`src/rtl/serial_bit_streamer.sv`:
```
// rtl/serial_bit_streamer.sv - parallel-to-serial bit streamer with payload qualifier and optional inter-word gap
module serial_bit_streamer #(
  parameter int WIDTH     = 8,
  parameter int GAP       = 0,
  parameter bit MSB_FIRST = 1'b1,
  parameter bit IDLE_BIT  = 1'b0
) (
  input  logic             clk,
  input  logic             reset,
  input  logic [WIDTH-1:0] din,
  input  logic             din_valid,
  output logic             din_ready,
  output logic             x,
  output logic             x_valid,
  output logic             word_done,
  output logic             busy
);

  localparam int CW = $clog2(WIDTH + 1);
  localparam int GW = (GAP > 0) ? $clog2(GAP + 1) : 1;
  localparam logic [CW-1:0] W_C      = CW'(WIDTH);
  localparam logic [CW-1:0] W_M1_C   = CW'(WIDTH - 1);
  localparam logic [GW-1:0] GAP_C    = GW'(GAP);
  localparam bit            HAS_GAP  = (GAP > 0);

  typedef enum logic [1:0] {
    ST_IDLE  = 2'd0,
    ST_SHIFT = 2'd1,
    ST_GAP   = 2'd2
  } state_e;

  state_e           state_q, state_d;
  logic [WIDTH-1:0] sreg_q, sreg_d;
  logic [CW-1:0]    bit_cnt_q, bit_cnt_d;
  logic [GW-1:0]    gap_cnt_q, gap_cnt_d;
  logic             x_q, x_d;
  logic             x_valid_q, x_valid_d;
  logic             word_done_q, word_done_d;
  logic             last_bit;
  logic             accept;

  always_comb begin
    state_d     = state_q;
    sreg_d      = sreg_q;
    bit_cnt_d   = bit_cnt_q;
    gap_cnt_d   = gap_cnt_q;
    x_d         = IDLE_BIT;
    x_valid_d   = 1'b0;
    word_done_d = 1'b0;

    last_bit  = (state_q == ST_SHIFT) && (bit_cnt_q == W_C);
    // With no gap the last-bit cycle doubles as an acceptance slot so words stream without a bubble
    din_ready = reset && ((state_q == ST_IDLE) || (last_bit && !HAS_GAP));
    accept    = din_valid && din_ready;

    case (state_q)
      ST_IDLE: begin
      end
      ST_SHIFT: begin
        if (!last_bit) begin
          x_d         = MSB_FIRST ? sreg_q[WIDTH-1] : sreg_q[0];
          sreg_d      = MSB_FIRST ? (sreg_q << 1) : (sreg_q >> 1);
          bit_cnt_d   = bit_cnt_q + CW'(1);
          x_valid_d   = 1'b1;
          word_done_d = (bit_cnt_q == W_M1_C);
        end else if (HAS_GAP) begin
          state_d   = ST_GAP;
          gap_cnt_d = GW'(1);
        end else begin
          state_d = ST_IDLE;
        end
      end
      ST_GAP: begin
        if (gap_cnt_q == GAP_C) begin
          state_d = ST_IDLE;
        end else begin
          gap_cnt_d = gap_cnt_q + GW'(1);
        end
      end
      default: state_d = ST_IDLE;
    endcase

    if (accept) begin
      x_d         = MSB_FIRST ? din[WIDTH-1] : din[0];
      sreg_d      = MSB_FIRST ? (din << 1) : (din >> 1);
      bit_cnt_d   = CW'(1);
      x_valid_d   = 1'b1;
      word_done_d = 1'b0;
      state_d     = ST_SHIFT;
    end
  end

  always_ff @(posedge clk) begin
    if (!reset) begin
      state_q     <= ST_IDLE;
      sreg_q      <= '0;
      bit_cnt_q   <= '0;
      gap_cnt_q   <= '0;
      x_q         <= IDLE_BIT;
      x_valid_q   <= 1'b0;
      word_done_q <= 1'b0;
    end else begin
      state_q     <= state_d;
      sreg_q      <= sreg_d;
      bit_cnt_q   <= bit_cnt_d;
      gap_cnt_q   <= gap_cnt_d;
      x_q         <= x_d;
      x_valid_q   <= x_valid_d;
      word_done_q <= word_done_d;
    end
  end

  assign x         = x_q;
  assign x_valid   = x_valid_q;
  assign word_done = word_done_q;
  assign busy      = (state_q != ST_IDLE);

endmodule

```
`config.mk`:
```
export PLATFORM = sky130hd
export DESIGN_NAME = serial_bit_streamer
export DESIGN_NICKNAME = d
export VERILOG_FILES = /design/src/rtl/serial_bit_streamer.sv
export SDC_FILE = /design/constraint.sdc
export NUM_CORES = 1
export LEC_CHECK = 0
export ABC_AREA = 1
export BUFFER_PORTS_ARGS = -buffer_cell sky130_fd_sc_hd__buf_2
export CAP_MARGIN = 15
export CORE_MARGIN = 2
export CORE_UTILIZATION = 40
export DETAILED_ROUTE_END_ITERATION = 7
export SETUP_SLACK_MARGIN = 0.5
export SYNTH_ARGS = -nofsm -noshare
export SYNTH_HDL_FRONTEND = slang
export SYNTH_SLANG_ARGS = --single-unit
export TNS_END_PERCENT = 100
```
`constraint.sdc`:
```
create_clock -name clk -period 2.1 [get_ports clk]
set_input_delay 0.525 -clock clk [delete_from_list [all_inputs] [get_ports clk]]
set_output_delay 0.525 -clock clk [all_outputs]
set_load 0.1 [all_outputs]
```
* Yosys cells after proc, flatten, opt, wreduce, memory -nomap -nowiden
Index checks and enable logic that the tools add are counted.
** Storage, ports and cells
- Register bits :: 17
- Bits of input ports :: 11
- Output and inout bits :: 5
- Word-level logic and storage cells :: 55
** Operators by class
- Add/subtract/negate cells :: 2
- Equality and inequality tests :: 10
- Multiplexer cells :: 17
- Bitwise logic cells :: 4
- Reduce and logical (&&, ||, !) cells :: 13
** Operators with widths (number)
- 2-to-1 mux 8 bit :: 3
- 2-to-1 mux 1 bit :: 11
- != test 2 bit (second input constant) :: 3
- != test 3 bit (second input constant) :: 2
- one-hot mux 2 bit (3 select lines) :: 1
- AND reduction 3 bit :: 2
- adder 4 x 1 -> 4 bit (second input constant) :: 1
- equality test 4 x 3 -> 1 bit (second input constant) :: 1
- equality test 4 bit (second input constant) :: 1
- 2-to-1 mux 2 bit :: 2
- inverter 1 bit :: 4
- AND reduction 2 bit :: 2
- nonzero test 2 bit :: 2
- OR reduction 4 bit :: 1
- logical AND 1 bit :: 3
- equality test 2 x 1 -> 1 bit (second input constant) :: 1
- equality test 2 bit (second input constant) :: 1
- logical NOT 2 bit :: 1
- != test 2 x 1 -> 1 bit (second input constant) :: 1
- OR reduction 2 bit :: 1
- adder 1 bit (second input constant) :: 1
- logical OR 1 bit :: 1

* Logic depth before layout (Yosys ltp)
- Depth in word-level cells :: 7
- Depth in mapped cells :: 10

* Least setup slack after synthesis
OpenSTA, ideal clock, no wires.
- Path type :: register to output
- From :: reg state_q[0]
- To :: out din_ready
- Arrival :: 2.350 ns
- Data required time :: 1.575 ns
- Slack :: -0.775 ns
- Stages on the path, launching flop included :: 5
- Buffers on the path :: 1
- Path through :: dfxtp_1 > nand2_4 > inv_4 > buf_8 > nor2_1
** Between the ends
- Cells in the longest elaborated chain, start to end :: 4
- Elaborated cells on any way between the ends :: 5
- Classes of those cells :: eq/ne: 1; reduce/logical: 4
** RTL lines
- start, declared :: line 32 : state_e state_q, state_d;
- start signal, assigned :: line 103 : state_q <= state_d;
- equality test 2 x 1 -> 1 bit :: line 51 : last_bit = (state_q == ST_SHIFT) && (bit_cnt_q == W_C);
- logical AND 1 bit :: line 51
- logical OR 1 bit * :: line 53 : din_ready = reset && ((state_q == ST_IDLE) || (last_bit && !HAS_GAP));
- logical AND 1 bit * :: line 53
- end, declared :: line 12 : output logic din_ready,
Mark *: on every way between the ends. The rest lies on a longest branch, timed or not.

* Worst setup path after layout
- From :: reg bit_cnt_q[0]
- To :: out din_ready
** Between the ends
- Cells in the longest elaborated chain, start to end :: 4
** RTL lines
- start, declared :: line 34 : logic [CW-1:0] bit_cnt_q, bit_cnt_d;
- start signal, assigned :: line 105 : bit_cnt_q <= bit_cnt_d;
- equality test 4 bit :: line 51
- logical AND 1 bit :: line 51
- logical OR 1 bit :: line 53
- logical AND 1 bit :: line 53
Every way passes these cells.

==> reports/results.tsv <==
stage	metric	value	unit
floorplan	Die Y-Extent	47.4	µm
clock_network	htree depth	1	
worst_hold_path	Hold Path Class	reg -> reg	
critical_path	crit path DAT	1.31	ns
global_route	All-Layer GR Usage	16.4	%
critical_path	Worst setup SP type	register	
clock_network	CTS sink cnt	15	
critical_path	Crit Reg-Reg Startpoint	bit_cnt_q[0]	
synth	distinct cell type count after synthesis	23	
synth	area leader, netlist	dfxtp_1	
power_and_ir_drop	Logic pwr share	23.1	%
global_route	initial antenna violation count	0	
floorplan	Die Wd	47.4	µm
global_route	largest net degree at the start of global routing	20	
route	met3 wire length	100	µm
floorplan	I/O Pins	16	
critical_path	crit path from	bit_cnt_q[0]	
critical_path	Critical Path Slowest Stage Cell	dfxtp_2	
cells_and_area	final instance area	970	µm²
placement	hpwl dp	1010	µm
timing	Setup TNS	0	ns
synth	Synth area leaders	dfxtp_1 40%, nand2_1 9.5%, nand3_1 6.7%	
clock_network	Worst-Skew Late Latency	0.28	ns
floorplan	Core Area	0.00175	mm²
power_and_ir_drop	VDD IR-drop max	0.000377	V
run	max_cap viols	0	
synth	Synth Area per Inst	7.83	µm²
critical_path	Crit path required time	1.57	ns
critical_path	crit path max fanout	2	
critical_path	crit end category	output port	
synth	Ys Warns	0	
route	via/cell ratio	4.94	
timing	Pins Over Slew Limit	0	
timing	RSZ-0062 raised after global routing	true	
route	Routed WL	1580	µm
power_and_ir_drop	Pleak	0.458	nW
placement	dpl cell area	852	µm²
cells_and_area	Area growth, synth to finish	29.0	%
clock_network	clock transition at the registers of the reported paths	0.09	ns
clock_network	CTS tree	done	
floorplan	die area	0.00224	mm²
power_and_ir_drop	Internal Pwr Total	0.000421	W
synth	cell count after synthesis	96	
floorplan	row cnt	15	
route	DR iter-0 viols	13	
power_and_ir_drop	Clk network pwr share	27.0	%
outcome	status	finished clean	
clock_network	Bufs on Longest Clock Path	2	
route	wire per inst	11.1	µm
clock_network	CTS Hold Bufs	0	
clock_network	CTS root buf	clkbuf_4	
route	uppermost layer routed	met4	
global_route	first-pass GRT wire length	2600	µm
route	remaining routing DRC violations	0	
power_and_ir_drop	P_sw	0.000194	W
route	DR WL met2	761	µm
critical_path	FF-to-FF path depth	10	
route	Final ANT Viol Nets	0	
synth	syn_nets	109	
cells_and_area	Fillers	174	
synth	Cell Area, Synth	752	µm²
cells_and_area	nets	132	
route	Vias	706	
power_and_ir_drop	Design Power	0.000615	W
power_and_ir_drop	Pwr Density	635	mW/mm²
placement	I/O Buffers	15	
timing	Final Hold Viols	0	
timing	crit share post-route	87.5	%
synth	register area share after synthesis	39.9	%
timing	FMAX	544	MHz
route	drt first pass iters	4	
timing	Rel. slew slack	68.0	%
placement	Placer Congestion	0.803	
timing	Final setup viols	0	
synth	Synth Register Bits	15	
global_route	grt ovf	0	
power_and_ir_drop	sw frac	31.5	%
timing	Tmin final	1.84	ns
worst_hold_path	worst hold start	sreg_q[7]	
critical_path	CP peak stage delay	0.33	ns
worst_hold_path	hold depth	2	
route	M1 wire length	701	µm
floorplan	initial core utilization	43.1	%
timing	Slew @ Worst Pin	0.483	ns
power_and_ir_drop	sequential share of power	49.9	%
cells_and_area	fraction of layout cells with a size suffix above 1	34.7	%
critical_path	Crit Path Category	reg -> out	
timing	clk_skew	0.00308	ns
clock_network	Num CTS Buffers	3	
synth	top cell type's share of synthesized area	39.9	%
cells_and_area	Diodes inserted	0	
global_route	vias in the first global route	632	
critical_path	cells along the critical path	inv_2, ha_4, nand3_4, nand2_8, inv_8, nor2_4, buf_12	
==> cell type report <==
cell class | count | area, µm² | area share, %
Timing Repair Buffer | 24 | 163 | 16.8
Inverter | 13 | 56.3 | 5.81
Multi-Input combinational cell | 62 | 389 | 40.1
Tap cell | 25 | 31.3 | 3.23
Clock buffer | 4 | 26.3 | 2.71
Sequential cell | 15 | 304 | 31.4
==> per-stage QoR <==
step	setup WS [ns]	cells	hold slack, ns	util, %
after floorplan	0.243	96	0.444	-
after global placement	0.359	131	0.474	48.8
after detailed placement	0.322	131	0.472	48.8
after CTS	0.243	142	0.483	55.0
after global routing	0.196	143	0.510	55.6
final	0.262	143	0.482	55.6
==> synthesized netlist by cell type <==
| cell type | n |
|---|---|
| nor3_1 | 1 |
| o21ai_1 | 1 |
| nand4_1 | 8 |
| nand3_2 | 1 |
| nor2_1 | 3 |
| o211ai_1 | 6 |
| o21ai_2 | 1 |
| inv_2 | 2 |
| xor2_1 | 2 |
| nand2_4 | 1 |
| buf_8 | 1 |
| dfxtp_1 | 15 |
| clkbuf_1 | 1 |
| inv_1 | 10 |
| ha_1 | 2 |
| a21oi_1 | 5 |
| nand3_1 | 10 |
| buf_4 | 1 |
| inv_4 | 1 |
| nand2_1 | 19 |
| buf_6 | 2 |
| buf_2 | 2 |
| a31oi_1 | 1 |
==> critical path, delay by kind of cell, from the launching register on <==
kind	cells	cell delay, ns
flops	1	0.33
buf+inv	3	0.28
simple gates	3	0.27
fa+ha+maj	1	0.14
==> routing by layer <==
metal	up-vias	GRT usage [%]
met5	-	0
met3	4	5.77
li1	364	-
met2	23	28.1
met1	315	19.7
met4	0	3.33
==> cell families after synthesis <==
family | synth area share, %
XOR/XNOR | 2.33
buffers and inverters | 14.6
AND/OR/NAND/NOR | 27.8
flip-flops | 39.9
adder cells (fa/ha/maj) | 3.33
AO/OA/AOI/OAI | 12.0
==> sequential cells by signal (all words and copies together), names as in the netlist <==
| register | flops |
|---|---|
| sreg_q | 7 |
| x_valid | 1 |
| bit_cnt_q | 4 |
| word_done | 1 |
| x | 1 |
| state_q | 1 |
==> power groups by stage <==
stage                     Sequential, W  Clock, W  Combinational [W]
after global routing           0.000309  0.000188           0.000154
after detailed placement       0.000312         0           0.000123
after global placement         0.000312         0           0.000123
final                          0.000307  0.000166           0.000142
after floorplan                0.000336         0          0.0000793
after CTS                      0.000307  0.000171           0.000140
==> worst paths after layout <==
kind,end,slack [ns]
max reg2reg,sreg_q[3],0.74
min reg2reg,x,0.48
max,din_ready,0.26
min,x,0.48
==> cell usage in the layout, fill, tap and decap left out, drive strengths merged <==
cell,n
a21oi,5
a31oi,1
buf,23
clkbuf,5
dfxtp,15
ha,2
inv,13
nand2,21
nand3,11
nand4,8
nor2,3
nor3,1
o211ai,6
o21ai,2
xor2,2
==> repair_timing <==
| item | 4_1_cts | 5_1_grt |
|---|---|---|
| pin swaps | 3 | 1 |
| buffers inserted | 6 | 1 |
| gates resized for setup | 6 | 1 |
| setup endpoints to repair | 2 | 3 |
| cloned | 1 | 0 |
(Power assumes the default switching activity.)
